**config.mk**
```make
export PLATFORM = sky130hd
export DESIGN_NAME = branch_history_table_flat
export DESIGN_NICKNAME = d
export VERILOG_FILES = /design/src/rtl/branch_history_table_pkg.sv /design/src/rtl/branch_history_table_if.sv /design/src/rtl/branch_history_table_sat_counter.sv /design/src/rtl/branch_history_table.sv /design/src/flat_wrapper.sv
export SDC_FILE = /design/constraint.sdc
export NUM_CORES = 1
export LEC_CHECK = 0
export BUFFER_PORTS_ARGS = -buffer_cell sky130_fd_sc_hd__buf_2
export CORE_AREA = 5 5 185 143
export CTS_BUF_LIST = sky130_fd_sc_hd__clkbuf_16
export DETAILED_ROUTE_END_ITERATION = 8
export DIE_AREA = 0 0 190 148
export PLACE_DENSITY = 0.88
export SYNTH_ARGS = -nofsm -noshare
export SYNTH_HDL_FRONTEND = slang
export SYNTH_HIERARCHICAL = 1
export SYNTH_SLANG_ARGS = --single-unit
```
**constraint.sdc**
```tcl
create_clock -name clk -period 9.85 [get_ports clk]
set_clock_uncertainty 0.1 [all_clocks]
set_input_delay 1.97 -clock clk [delete_from_list [all_inputs] [get_ports clk]]
set_output_delay 1.97 -clock clk [all_outputs]
set_load 0.02 [all_outputs]
```
**src/rtl/branch_history_table_pkg.sv**
```systemverilog
// Shared definitions for the branch history table.
// Contents:
//   - default widths (PC word-address width, table index width)
//   - bht_op encodings driven by the pipeline interface controller
//   - 2-bit prediction counter encodings
package branch_history_table_pkg;

    // Stand-in for the core-wide instruction-memory word-address width.
    localparam int BHT_ADDR_NBIT_DEF = 12;
    localparam int BHT_IDX_NBIT      = 3;
    localparam int BHT_OP_NBIT       = 3;

    // Controller op codes. Codes 4..7 are undefined and act as NOP.
    localparam logic [BHT_OP_NBIT-1:0] BHT_OP_NOP = 3'd0;
    localparam logic [BHT_OP_NBIT-1:0] BHT_OP_SET = 3'd1;
    localparam logic [BHT_OP_NBIT-1:0] BHT_OP_INC = 3'd2;
    localparam logic [BHT_OP_NBIT-1:0] BHT_OP_DEC = 3'd3;

    // Prediction counter states; bit 1 set means "predict taken".
    localparam logic [1:0] BHT_CNT_SN = 2'd0;
    localparam logic [1:0] BHT_CNT_WN = 2'd1;
    localparam logic [1:0] BHT_CNT_WT = 2'd2;
    localparam logic [1:0] BHT_CNT_ST = 2'd3;

endpackage

```
**src/rtl/branch_history_table_if.sv**
```systemverilog
// Pipeline-facing bundle of the branch history table.
// Ports (all signals, direction given for the slave = table side):
//   if_pc     in   fetch PC to look up
//   if_take   out  predict taken
//   if_target out  predicted target (0 on miss)
//   ex_pc     in   PC of the branch in EX
//   ex_target in   resolved target in EX
//   bht_op    in   NOP/SET/INC/DEC
//   bht_clr   in   synchronous flush of all entries
//   dbp_hit   in   prediction-correct event
//   dbp_miss  in   misprediction event
//   hit_cnt   out  saturating count of dbp_hit cycles
//   miss_cnt  out  saturating count of dbp_miss cycles
interface branch_history_table_if
    import branch_history_table_pkg::*;
#(
    parameter int ADDR_NBIT = BHT_ADDR_NBIT_DEF,
    parameter int CNT_NBIT  = 32
);
    logic [ADDR_NBIT-1:0]   if_pc;
    logic                   if_take;
    logic [ADDR_NBIT-1:0]   if_target;
    logic [ADDR_NBIT-1:0]   ex_pc;
    logic [ADDR_NBIT-1:0]   ex_target;
    logic [BHT_OP_NBIT-1:0] bht_op;
    logic                   bht_clr;
    logic                   dbp_hit;
    logic                   dbp_miss;
    logic [CNT_NBIT-1:0]    hit_cnt;
    logic [CNT_NBIT-1:0]    miss_cnt;

    modport master (
        output if_pc, ex_pc, ex_target, bht_op, bht_clr, dbp_hit, dbp_miss,
        input  if_take, if_target, hit_cnt, miss_cnt
    );

    modport slave (
        input  if_pc, ex_pc, ex_target, bht_op, bht_clr, dbp_hit, dbp_miss,
        output if_take, if_target, hit_cnt, miss_cnt
    );
endinterface

```
**src/rtl/branch_history_table_sat_counter.sv**
```systemverilog
// Saturating up/down counter used for the predictor statistics.
// Ports:
//   clk, rst_n  clock, asynchronous active-low reset (clears to 0)
//   up_i        count up by 1, holds at all-ones
//   dn_i        count down by 1, holds at 0
//   cnt_o       current count
// up_i and dn_i together cancel out.
module sat_counter #(
    parameter int WIDTH = 32
) (
    input  logic             clk,
    input  logic             rst_n,
    input  logic             up_i,
    input  logic             dn_i,
    output logic [WIDTH-1:0] cnt_o
);
    logic [WIDTH-1:0] cnt_q;
    logic [WIDTH-1:0] cnt_d;

    always_comb begin
        cnt_d = cnt_q;
        if (up_i && !dn_i && (cnt_q != '1)) begin
            cnt_d = cnt_q + WIDTH'(1);
        end else if (dn_i && !up_i && (cnt_q != '0)) begin
            cnt_d = cnt_q - WIDTH'(1);
        end
    end

    always_ff @(posedge clk or negedge rst_n) begin
        if (!rst_n) begin
            cnt_q <= '0;
        end else begin
            cnt_q <= cnt_d;
        end
    end

    assign cnt_o = cnt_q;
endmodule

```
**src/rtl/branch_history_table.sv**
```systemverilog
// Direct-mapped branch history table.
// Fetch side looks up if_pc combinationally (no bypass of same-cycle updates);
// EX side applies SET/INC/DEC at the clock edge; bht_clr invalidates every
// entry in one cycle and overrides any same-cycle update. Two saturating
// counters track predictor hit/miss events.
// Ports:
//   clk    core clock
//   rst_n  asynchronous active-low reset
//   bus    branch_history_table_if.slave (lookup, update, statistics)
module branch_history_table
    import branch_history_table_pkg::*;
#(
    parameter int ADDR_NBIT = BHT_ADDR_NBIT_DEF,
    parameter int IDX_NBIT  = BHT_IDX_NBIT,
    parameter int CNT_NBIT  = 32
) (
    input logic                    clk,
    input logic                    rst_n,
    branch_history_table_if.slave  bus
);
    localparam int ENTRIES  = 1 << IDX_NBIT;
    localparam int TAG_NBIT = ADDR_NBIT - IDX_NBIT;

    function automatic logic [1:0] cnt2_inc(input logic [1:0] c);
        return (c == BHT_CNT_ST) ? c : c + 2'd1;
    endfunction

    function automatic logic [1:0] cnt2_dec(input logic [1:0] c);
        return (c == BHT_CNT_SN) ? c : c - 2'd1;
    endfunction

    // Table held in flops so lookup is asynchronous and flush is single-cycle.
    logic                 valid_q [ENTRIES];
    logic                 valid_d [ENTRIES];
    logic [TAG_NBIT-1:0]  tag_q   [ENTRIES];
    logic [TAG_NBIT-1:0]  tag_d   [ENTRIES];
    logic [ADDR_NBIT-1:0] tgt_q   [ENTRIES];
    logic [ADDR_NBIT-1:0] tgt_d   [ENTRIES];
    logic [1:0]           cnt_q   [ENTRIES];
    logic [1:0]           cnt_d   [ENTRIES];

    // Fetch-side lookup
    logic [IDX_NBIT-1:0] lk_idx;
    logic [TAG_NBIT-1:0] lk_tag;
    logic                lk_hit;

    assign lk_idx = bus.if_pc[IDX_NBIT-1:0];
    assign lk_tag = bus.if_pc[ADDR_NBIT-1:IDX_NBIT];
    assign lk_hit = valid_q[lk_idx] && (tag_q[lk_idx] == lk_tag);

    assign bus.if_take   = lk_hit && cnt_q[lk_idx][1];
    assign bus.if_target = lk_hit ? tgt_q[lk_idx] : '0;

    // EX-side update
    logic [IDX_NBIT-1:0] ex_idx;
    logic [TAG_NBIT-1:0] ex_tag;
    logic                ex_hit;

    assign ex_idx = bus.ex_pc[IDX_NBIT-1:0];
    assign ex_tag = bus.ex_pc[ADDR_NBIT-1:IDX_NBIT];
    assign ex_hit = valid_q[ex_idx] && (tag_q[ex_idx] == ex_tag);

    always_comb begin
        valid_d = valid_q;
        tag_d   = tag_q;
        tgt_d   = tgt_q;
        cnt_d   = cnt_q;
        if (bus.bht_clr) begin
            for (int i = 0; i < ENTRIES; i++) begin
                valid_d[i] = 1'b0;
            end
        end else begin
            case (bus.bht_op)
                BHT_OP_SET: begin
                    valid_d[ex_idx] = 1'b1;
                    tag_d[ex_idx]   = ex_tag;
                    tgt_d[ex_idx]   = bus.ex_target;
                    cnt_d[ex_idx]   = BHT_CNT_ST;
                end
                BHT_OP_INC: begin
                    tgt_d[ex_idx] = bus.ex_target;
                    if (ex_hit) begin
                        cnt_d[ex_idx] = cnt2_inc(cnt_q[ex_idx]);
                    end else begin
                        // A taken branch not in the table is allocated weakly taken.
                        valid_d[ex_idx] = 1'b1;
                        tag_d[ex_idx]   = ex_tag;
                        cnt_d[ex_idx]   = BHT_CNT_WT;
                    end
                end
                BHT_OP_DEC: begin
                    if (ex_hit) begin
                        cnt_d[ex_idx] = cnt2_dec(cnt_q[ex_idx]);
                    end
                end
                default: ;
            endcase
        end
    end

    always_ff @(posedge clk or negedge rst_n) begin
        if (!rst_n) begin
            valid_q <= '{default: 1'b0};
            tag_q   <= '{default: '0};
            tgt_q   <= '{default: '0};
            cnt_q   <= '{default: BHT_CNT_WN};
        end else begin
            valid_q <= valid_d;
            tag_q   <= tag_d;
            tgt_q   <= tgt_d;
            cnt_q   <= cnt_d;
        end
    end

    // Statistics
    logic [CNT_NBIT-1:0] hit_cnt;
    logic [CNT_NBIT-1:0] miss_cnt;

    sat_counter #(.WIDTH(CNT_NBIT)) u_hit_cnt (
        .clk   (clk),
        .rst_n (rst_n),
        .up_i  (bus.dbp_hit),
        .dn_i  (1'b0),
        .cnt_o (hit_cnt)
    );

    sat_counter #(.WIDTH(CNT_NBIT)) u_miss_cnt (
        .clk   (clk),
        .rst_n (rst_n),
        .up_i  (bus.dbp_miss),
        .dn_i  (1'b0),
        .cnt_o (miss_cnt)
    );

    assign bus.hit_cnt  = hit_cnt;
    assign bus.miss_cnt = miss_cnt;
endmodule

```
**src/flat_wrapper.sv**
```systemverilog
// flat-port wrapper written by rule: the top's interface ports become plain ports
module branch_history_table_flat import branch_history_table_pkg::*;
#(
    parameter int ADDR_NBIT = BHT_ADDR_NBIT_DEF,
    parameter int IDX_NBIT  = BHT_IDX_NBIT,
    parameter int CNT_NBIT  = 32
)
  (clk, rst_n, bus_if_pc, bus_ex_pc, bus_ex_target, bus_bht_op, bus_bht_clr, bus_dbp_hit, bus_dbp_miss, bus_if_take, bus_if_target, bus_hit_cnt, bus_miss_cnt);
  branch_history_table_if #(.ADDR_NBIT(ADDR_NBIT), .CNT_NBIT(CNT_NBIT)) bus_i ();
  input logic clk;
  input logic rst_n;
  input wire logic [$bits(bus_i.if_pc)-1:0] bus_if_pc;
  input wire logic [$bits(bus_i.ex_pc)-1:0] bus_ex_pc;
  input wire logic [$bits(bus_i.ex_target)-1:0] bus_ex_target;
  input wire logic [$bits(bus_i.bht_op)-1:0] bus_bht_op;
  input wire logic [$bits(bus_i.bht_clr)-1:0] bus_bht_clr;
  input wire logic [$bits(bus_i.dbp_hit)-1:0] bus_dbp_hit;
  input wire logic [$bits(bus_i.dbp_miss)-1:0] bus_dbp_miss;
  output wire logic [$bits(bus_i.if_take)-1:0] bus_if_take;
  output wire logic [$bits(bus_i.if_target)-1:0] bus_if_target;
  output wire logic [$bits(bus_i.hit_cnt)-1:0] bus_hit_cnt;
  output wire logic [$bits(bus_i.miss_cnt)-1:0] bus_miss_cnt;
  assign bus_i.if_pc = bus_if_pc;
  assign bus_i.ex_pc = bus_ex_pc;
  assign bus_i.ex_target = bus_ex_target;
  assign bus_i.bht_op = bus_bht_op;
  assign bus_i.bht_clr = bus_bht_clr;
  assign bus_i.dbp_hit = bus_dbp_hit;
  assign bus_i.dbp_miss = bus_dbp_miss;
  assign bus_if_take = bus_i.if_take;
  assign bus_if_target = bus_i.if_target;
  assign bus_hit_cnt = bus_i.hit_cnt;
  assign bus_miss_cnt = bus_i.miss_cnt;
  branch_history_table #(.ADDR_NBIT(ADDR_NBIT), .IDX_NBIT(IDX_NBIT), .CNT_NBIT(CNT_NBIT)) u_core (.clk(clk), .rst_n(rst_n), .bus(bus_i));
endmodule
```
[Word-level counts from Yosys, hierarchy flattened]
Cells that the tools add are included.
Word-level totals
  input port bits: 44
  output and inout port bits: 77
  word-level logic and storage cells: 119
  register bits after elaboration: 256
Cells by class
  mux-type cells: 44
  add/subtract/negate cells: 4
  reductions and logical operators: 15
  order comparisons: 3
  eq/ne operators: 11
  bitwise gates (word level): 8
Operators with widths (count)
  $pmux 72 s2: 1
  $bwmux 96: 1
  $bwmux 72: 1
  $mux 72: 1
  $add 32x1->32 const B: 2
  $ne 32x32->1 const B: 2
  $bmux 9 s3: 2
  $mux 12: 4
  $pmux 16 s3: 1
  $mux 9: 5
  $bmux 12 s3: 1
  $demux 12 s3: 1
  $bwmux 16: 2
  $mux 16: 2
  $demux 9 s3: 1
  $eq 9x9->1: 2
  $mux 8: 2
  $or 16x16->16: 1
  $or 8x8->8: 2
  $pmux 8 s2: 1
  $mux 2: 7
  $bmux 2 s3: 2
  $and 8x8->8: 1
  $ge 4x4->1 const B: 2
  other kinds (23): 38

[Depth between registers and ports, before layout]
Gate-level depths: netlist of run 1.
  depth in word-level cells: 9
  gate-level depth with buffers: 16
  depth with buffers taken out: 15

[Hierarchy]
Netlist of run 1, hierarchy kept.
Modules (own cells, without submodules)
  branch_history_table: instances 1, area each 9813.2 um^2, sequential area each 4814.6 um^2, cells an instance 698
  sat_counter (u_core.u_hit_cnt): instances 1, area each 2947.8 um^2, sequential area each 800.8 um^2, cells an instance 360
  sat_counter (u_core.u_miss_cnt): instances 1, area each 2827.7 um^2, sequential area each 800.8 um^2, cells an instance 346

[Worst setup path before layout of run 1]
Ideal clock, no wire load.
  kind: input to output
  start point: in bus_if_pc[0]
  end point: out bus_if_target[10]
  arrival time: 4.459 ns
  required time: 7.780 ns
  slack: 3.321 ns
  stages on the path: 9
  buffers on the path: 3
  path through: buf_2 -> buf_1 -> mux4_2 -> mux2i_1 -> xnor2_1 -> nor4_1 -> nand3_1 -> clkbuf_1 -> nor2_1
Between the ends
  cells in the longest elaborated chain, start to end: 7
  elaborated cells between the ends (all ways): 13
RTL lines
  from (decl): RTL line flat_wrapper.sv:12  | input wire logic [$bits(bus_i.if_pc)-1:0] bus_if_pc;
  $not 3->4 (not written as such) (*): RTL line branch_history_table.sv:49, branch_history_table.sv:52
  $bmux 9 s3: RTL line branch_history_table.sv:49  | assign lk_hit = valid_q[lk_idx] && (tag_q[lk_idx] == lk_tag);
  $mux 9 (not written as such) (2 in a row): RTL line branch_history_table.sv:49
  $eq 9x9->1: RTL line branch_history_table.sv:49
  $logic_and 1x1->1: RTL line branch_history_table.sv:49
  $mux 12 (*): RTL line branch_history_table.sv:52  | assign bus.if_target = lk_hit ? tgt_q[lk_idx] : '0;
  to (decl): RTL line flat_wrapper.sv:20  | output wire logic [$bits(bus_i.if_target)-1:0] bus_if_target;
Every way passes the cells marked *; elsewhere a longest branch is shown, timed or not. The select of a mux whose other input is x is not followed.

[Final worst setup path of run 1]
  start point: in bus_if_pc[0]
  end point: out bus_if_target[0]
Same word-level chain as after synthesis.

==> impl_metrics.env, run 1 <==
export IMPL_cp_max_fo=25
export IMPL_synth_edf_count=0
export IMPL_drive_above_1_share=0.283
export IMPL_max_freq_mhz=134
export IMPL_layout_min_cycle_time_ps=7460
export IMPL_slowest_stage="nand3_1"
export IMPL_ios=121
export IMPL_grt_max_degree=113
export IMPL_place_hpwl_um=25800
export IMPL_yosys_area_top_type="dfrtp_1"
export IMPL_diodes=0
export IMPL_vias=12219
export IMPL_met3_usage=0.0574
export IMPL_crit_arrival_ps=5390
export IMPL_final_hold_viol_count=0
export IMPL_post_cts_buffers=0
export IMPL_startpoint_type="input port"
export IMPL_rows=50
export IMPL_numCtsBuffers=27
export IMPL_grt_use_met1=0.387
export IMPL_grt_overflow=0
export IMPL_top_usage_layer="met2"
export IMPL_period_share=0.757
export IMPL_tightestPinTransition_ps=1170
export IMPL_grt_antenna_before_repair=1
export IMPL_min_delay_start="u_core/tgt_q[8]$_DFFE_PN0P_"
export IMPL_max_vdd_ir_drop_v=0.000240
export IMPL_cpMostUsedCell="buf_2"
export IMPL_clock_latency_ps=550
export IMPL_syn_area_sq_um=15600
export IMPL_die_h_um=148
export IMPL_gp_congestion=0.898
export IMPL_grt_pass1_vias=12020
export IMPL_ant_nets=0
export IMPL_start_util=0.637
export IMPL_crit_start="bus_if_pc[0]"
export IMPL_seqCellArea_sq_um=6420
export IMPL_yosys_top_cells_area="dfrtp_1 40%, mux2_2 12%, mux4_2 7.5%"
export IMPL_synth_distinct_cells=79
export IMPL_critPathMaxStageDelay_ps=650
export IMPL_hold_path_class="flip-flop to flip-flop"
export IMPL_multi_input_comb_area_sq_um=8660
export IMPL_dr_first_iter_drc_count=1244
export IMPL_drc=0
export IMPL_required_ps=7780
export IMPL_final_fill_count=1674
export IMPL_ys_ff_latch=256
export IMPL_ys_flop_type="dfrtp_1"
export IMPL_report_final_slew_viol_count=0
export IMPL_io_buffers=120
export IMPL_htreeDepth=1
export IMPL_cp_end_kind="output port"
export IMPL_core_sq_um=24500
export IMPL_maxSlewHeadroom=0.218
export IMPL_die_area_sq_um=28100
export IMPL_yosysSeqAreaShare=0.412
export IMPL_worstSetupPathType="input port to output port"
export IMPL_grt_usage=0.278
export IMPL_synth_async_sr_flop_share=1.00
export IMPL_maxCapViolations=0
export IMPL_yosysMostFrequentCell="dfrtp_1"
export IMPL_clk_path_buf_depth=3
export IMPL_grt_first_pass_wirelength_um=64000
export IMPL_hold_depth=1
export IMPL_synthesis_instances=1404
export IMPL_setup_tns_final_ps=0
export IMPL_power_leakage_nw=7.78
export IMPL_crit_family="buffers and inverters"
export IMPL_die_w_um=190
export IMPL_tritoncts="done"
export IMPL_crit_chain="buf_2 -> buf_4 -> mux4_2 -> xnor2_1 -> nand2_1 -> o21ai_0 -> nand3_1 -> nor2_1 -> buf_2"
export IMPL_synthTopCellsByCount="248 x dfrtp_1, 173 x mux2_2, 110 x nand2_1"
export IMPL_finalSetupViolations=0
export IMPL_cts_sinks=256
export IMPL_postSynthAreaPerCell_sq_um=11.1
export IMPL_rsz0062_at_grt="no"
export IMPL_use_met2=0.445
export IMPL_yosys_warnings=6
export IMPL_holdWs_ps=401
export IMPL_path_depth=9
export IMPL_clk_pin_slew_ps=60
export IMPL_cts_root_buf="clkbuf_16"
export IMPL_cts_hold_fix_buffers=0
export IMPL_status="finished clean"
export IMPL_dr_pass1_iters=8
export IMPL_ctsResizeCount=0
export IMPL_yosysTopAreaCellShare=0.398
export IMPL_viasPerCell=6.62
export IMPL_crit_buf_inv=3
export IMPL_wl_um=39800
export IMPL_layout_nets=1598
export IMPL_drt_wirelength_per_cell_um=21.5
export IMPL_synthToLayoutAreaGrowth_pct=10.8
export IMPL_power_density_nw_per_um2=289
export IMPL_reg2reg_from="u_core/u_miss_cnt/cnt_o[0]$_DFFE_PN0P_"
export IMPL_r2r_cells=16
[stage by stage]
step                      cell area [sq um]  power [mW]  instances  worst slack [ps]  utilization
after floorplan                       15600        3.30       1407              3320            -
after global placement                16300        3.77       1799              2480        0.668
after detailed placement              16300        3.87       1799              2380        0.668
after CTS                             17300        4.99       1847              2360        0.706
after global routing                  17300        5.32       1847              2000        0.706
final                                 17300        5.00       1847              2390        0.706
[per-layer routing]
layer	share of wire	wire (um)
met5	0.00050	20
met2	0.47	18500
met3	0.094	3730
met4	0.031	1250
met1	0.41	16200
[registers in the layout, summed over array words and instances (netlist names)]
name                     count
u_core/valid_q               8
u_core/u_miss_cnt/cnt_o     32
u_core/tag_q                72
u_core/tgt_q                96
u_core/u_hit_cnt/cnt_o      32
u_core/cnt_q                16
[kinds of logic after synthesis]
| family | Yosys count | synth area share |
|---|---|---|
| simple gates | 327 | 0.104 |
| xor+xnor | 74 | 0.0416 |
| fa+ha+maj | 64 | 0.0523 |
| other cells | 1 | 0.000241 |
| buf+inv | 114 | 0.0341 |
| flops | 256 | 0.412 |
| compound gates | 296 | 0.126 |
| mux | 272 | 0.230 |
[report_power, final]
| group | leakage, nW | total, mW | switching (mW) | internal [mW] |
|---|---|---|---|---|
| Clock | 0.471 | 1.07 | 0.439 | 0.634 |
| Combinational | 4.12 | 2.24 | 1.25 | 0.988 |
| Sequential | 3.18 | 1.68 | 0.319 | 1.36 |
[final cells by class]
cell class,instances,area share
Multi-Input combinational cell,1037,0.501
Sequential cell,256,0.371
Timing Repair Buffer,135,0.0419
Clock buffer,27,0.0391
Tap cell,338,0.0245
Clock inverter,21,0.0146
Inverter,33,0.00717
[path summary, 6_finish.rpt]
check | slack, ps | to
worst max register to register | 5020 | u_core/u_miss_cnt/cnt_o[29]$_DFFE_PN0P_
min in group asynchronous | 1400 | u_core/tag_q[54]$_DFFE_PN0P_
max in group asynchronous | 6800 | u_core/u_miss_cnt/cnt_o[3]$_DFFE_PN0P_
worst min register to register | 400 | u_core/tgt_q[8]$_DFFE_PN0P_
worst min-delay path | 400 | u_core/tgt_q[8]$_DFFE_PN0P_
worst max-delay path | 2390 | bus_if_target[0]
[cell usage in the layout, fill, tap and decap left out, types with 15 or more instances in the layout]
master | netlist | layout
mux2i_1 | 47 | 47
dfrtp_1 | 248 | 248
xor2_1 | 34 | 34
nand3_1 | 18 | 18
clkbuf_16 | 0 | 27
inv_1 | 32 | 38
buf_4 | 6 | 15
a21oi_1 | 82 | 82
nor2_1 | 64 | 63
nor4_1 | 23 | 23
ha_1 | 62 | 62
nand2_1 | 110 | 110
mux2_2 | 173 | 173
xnor2_1 | 40 | 40
o21ai_0 | 69 | 69
a21o_1 | 23 | 23
nand4_1 | 33 | 33
mux4_2 | 52 | 52
buf_2 | 23 | 119
Note: power is estimated with default switching activity, not from simulation.
==> run 2, diff against run 1 <==
--- a/config.mk
+++ b/config.mk
@@ -6,11 +6,11 @@
 export NUM_CORES = 1
 export LEC_CHECK = 0
 export BUFFER_PORTS_ARGS = -buffer_cell sky130_fd_sc_hd__buf_2
-export CORE_AREA = 5 5 185 143
+export CORE_AREA = 5 5 201 154
 export CTS_BUF_LIST = sky130_fd_sc_hd__clkbuf_16
 export DETAILED_ROUTE_END_ITERATION = 8
-export DIE_AREA = 0 0 190 148
-export PLACE_DENSITY = 0.88
+export DIE_AREA = 0 0 206 159
+export PLACE_DENSITY = 0.8
 export SYNTH_ARGS = -nofsm -noshare
 export SYNTH_HDL_FRONTEND = slang
 export SYNTH_HIERARCHICAL = 1
==> constraint.sdc (replaced) <==
create_clock -name clk -period 6.19 [get_ports clk]
set_clock_uncertainty 0.1 [all_clocks]
set_input_delay 1.238 -clock clk [delete_from_list [all_inputs] [get_ports clk]]
set_output_delay 1.238 -clock clk [all_outputs]
set_load 0.02 [all_outputs]
==> impl_metrics.env, run 2 (synthesized netlist as in run 1, its figures left out) <==
export IMPL_diodes=0
export IMPL_reg_top3="u_core/tgt_q (96), u_core/tag_q (72)"
export IMPL_final_cell_mix="248 x dfrtp_1, 173 x mux2_2, 118 x buf_2"
export IMPL_vias=11876
export IMPL_largest_register_ff_count=96
export IMPL_final_area_sq_um=17400
export IMPL_cp_max_fo=29
export IMPL_reg2reg_slack_ps=1220
export IMPL_worstSetupPathType="input port to output port"
export IMPL_finalWorstSetupSlack_ps=933
export IMPL_place_hpwl_um=26700
export IMPL_power_switching_mw=3.22
export IMPL_hold_end="u_core/tgt_q[12]$_DFFE_PN0P_"
export IMPL_final_core_util=0.605
export IMPL_final_hold_viol_count=0
export IMPL_start_util=0.543
export IMPL_tritoncts="done"
export IMPL_maxCapViolations=0
export IMPL_report_final_slew_viol_count=0
export IMPL_wl_um=39500
export IMPL_clk_pin_slew_ps=60
export IMPL_ant_nets=0
export IMPL_max_freq_mhz=190
export IMPL_p_int_mw=4.71
export IMPL_startpoint_type="input port"
export IMPL_power_leakage_nw=7.76
export IMPL_htreeDepth=1
export IMPL_status="finished clean"
export IMPL_dp_slack_ps=932
export IMPL_drc=0
export IMPL_crit_arrival_ps=3920
export IMPL_clk_path_buf_depth=3
export IMPL_switching_share=0.406
export IMPL_cts_root_buf="clkbuf_16"
export IMPL_cts_hold_fix_buffers=0
export IMPL_min_delay_start="u_core/tgt_q[12]$_DFFE_PN0P_"
export IMPL_grt_overflow=0
export IMPL_gp_congestion=0.926
export IMPL_die_h_um=159
export IMPL_drt_wirelength_per_cell_um=20.7
export IMPL_cp_end_kind="output port"
export IMPL_clock_latency_ps=560
export IMPL_clockPowerShare=0.211
export IMPL_post_cts_buffers=0
export IMPL_layout_nets=1601
export IMPL_placed_area_sq_um=16500
export IMPL_p_comb_frac=0.452
export IMPL_layout_min_cycle_time_ps=5260
export IMPL_ios=121
export IMPL_hold_path_class="flip-flop to flip-flop"
export IMPL_period_share=0.849
export IMPL_largest_register="u_core/tgt_q"
export IMPL_grt_first_pass_wirelength_um=64000
export IMPL_max_vdd_ir_drop_v=0.000401
export IMPL_worstReg2RegEnd="u_core/u_miss_cnt/cnt_o[29]$_DFFE_PN0P_"
export IMPL_grt_max_degree=146
export IMPL_r2r_cells=15
export IMPL_numCtsBuffers=27
export IMPL_core_sq_um=28700
export IMPL_rsz0062_at_grt="no"
export IMPL_holdWs_ps=404
export IMPL_pwr_share_seq=0.337
export IMPL_tightestPinTransition_ps=978
export IMPL_dr_first_iter_drc_count=930
export IMPL_maxSlewHeadroom=0.346
export IMPL_dr_pass1_iters=7
export IMPL_viasPerCell=6.23
export IMPL_reg2reg_from="u_core/u_miss_cnt/cnt_o[29]$_DFFE_PN0P_"
export IMPL_grt_pass1_vias=11957
export IMPL_ctsResizeCount=0
export IMPL_die_area_sq_um=32800
export IMPL_setup_tns_final_ps=0
export IMPL_grt_antenna_before_repair=0
export IMPL_drive_above_1_share=0.286
export IMPL_layout_commonest_cell="dfrtp_1"
export IMPL_power_density_nw_per_um2=457
export IMPL_finalSetupViolations=0
export IMPL_hold_depth=1
export IMPL_synthToLayoutAreaGrowth_pct=11.4
export IMPL_grt_usage=0.237
export IMPL_die_w_um=206
export IMPL_cts_sinks=256
export IMPL_io_buffers=120
export IMPL_required_ps=4850
export IMPL_rows=54
==> run 2: changes by cell type in the layout (fill, tap and decap cells not counted), sizes merged <==
cell      previous run  this run
buf                135       138
bufinv               5         4
clkinv               6         9
clkinvlp             1         5
inv                 42        37
==> run 2: layout make-up <==
class                   instances  area, sq um
clock inverters                22          231
fillers                      2263        11400
flip-flops and latches        256         6420
inverters                      33          124
clock buffers                  27          676
well taps                     392          490
multi-input cells            1037         8660
repair buffers                138          761
==> run 2: power groups by stage <==
stage	logic, mW	registers, mW	clock network, mW
after floorplan	2.46	2.79	0
after global routing	3.94	2.74	1.78
after global placement	3.40	2.65	0
after CTS	3.55	2.66	1.71
final	3.58	2.68	1.67
after detailed placement	3.51	2.68	0
==> run 2: worst max-delay path by stage <==
stage                      start           endpoint  cells after the start
CTS                 bus_if_pc[0]   bus_if_target[0]                     10
floorplan           bus_if_pc[0]  bus_if_target[10]                      9
global route        bus_if_pc[0]   bus_if_target[0]                     10
finish              bus_if_pc[0]   bus_if_target[0]                     10
global placement    bus_if_pc[0]   bus_if_target[2]                     10
detailed placement  bus_if_pc[0]   bus_if_target[0]                     10
==> run 2: worst max-delay path, cell delays in order <==
cell     delay, ps
buf_4          310
buf_4          560
mux4_2         580
mux2i_1        190
xnor2_1        110
nor4_1         260
nand3_1        120
buf_4          220
nor2_1         140
buf_2          180
==> run 2: routing by layer <==
layer	wire length, um	global-route usage	vias up
met2	18800	0.387	427
met1	17000	0.334	5980
met5	0	0	-
met4	667	0.0450	0
met3	3090	0.0483	52
li1	-	-	5417
==> run 2: through the flow <==
| stage | cells | total power, mW |
|---|---|---|
| floorplan | 1407 | 5.25 |
| global route | 1905 | 8.46 |
| finish | 1905 | 7.93 |
| global placement | 1856 | 6.05 |
| detailed placement | 1856 | 6.19 |
| CTS | 1905 | 7.92 |
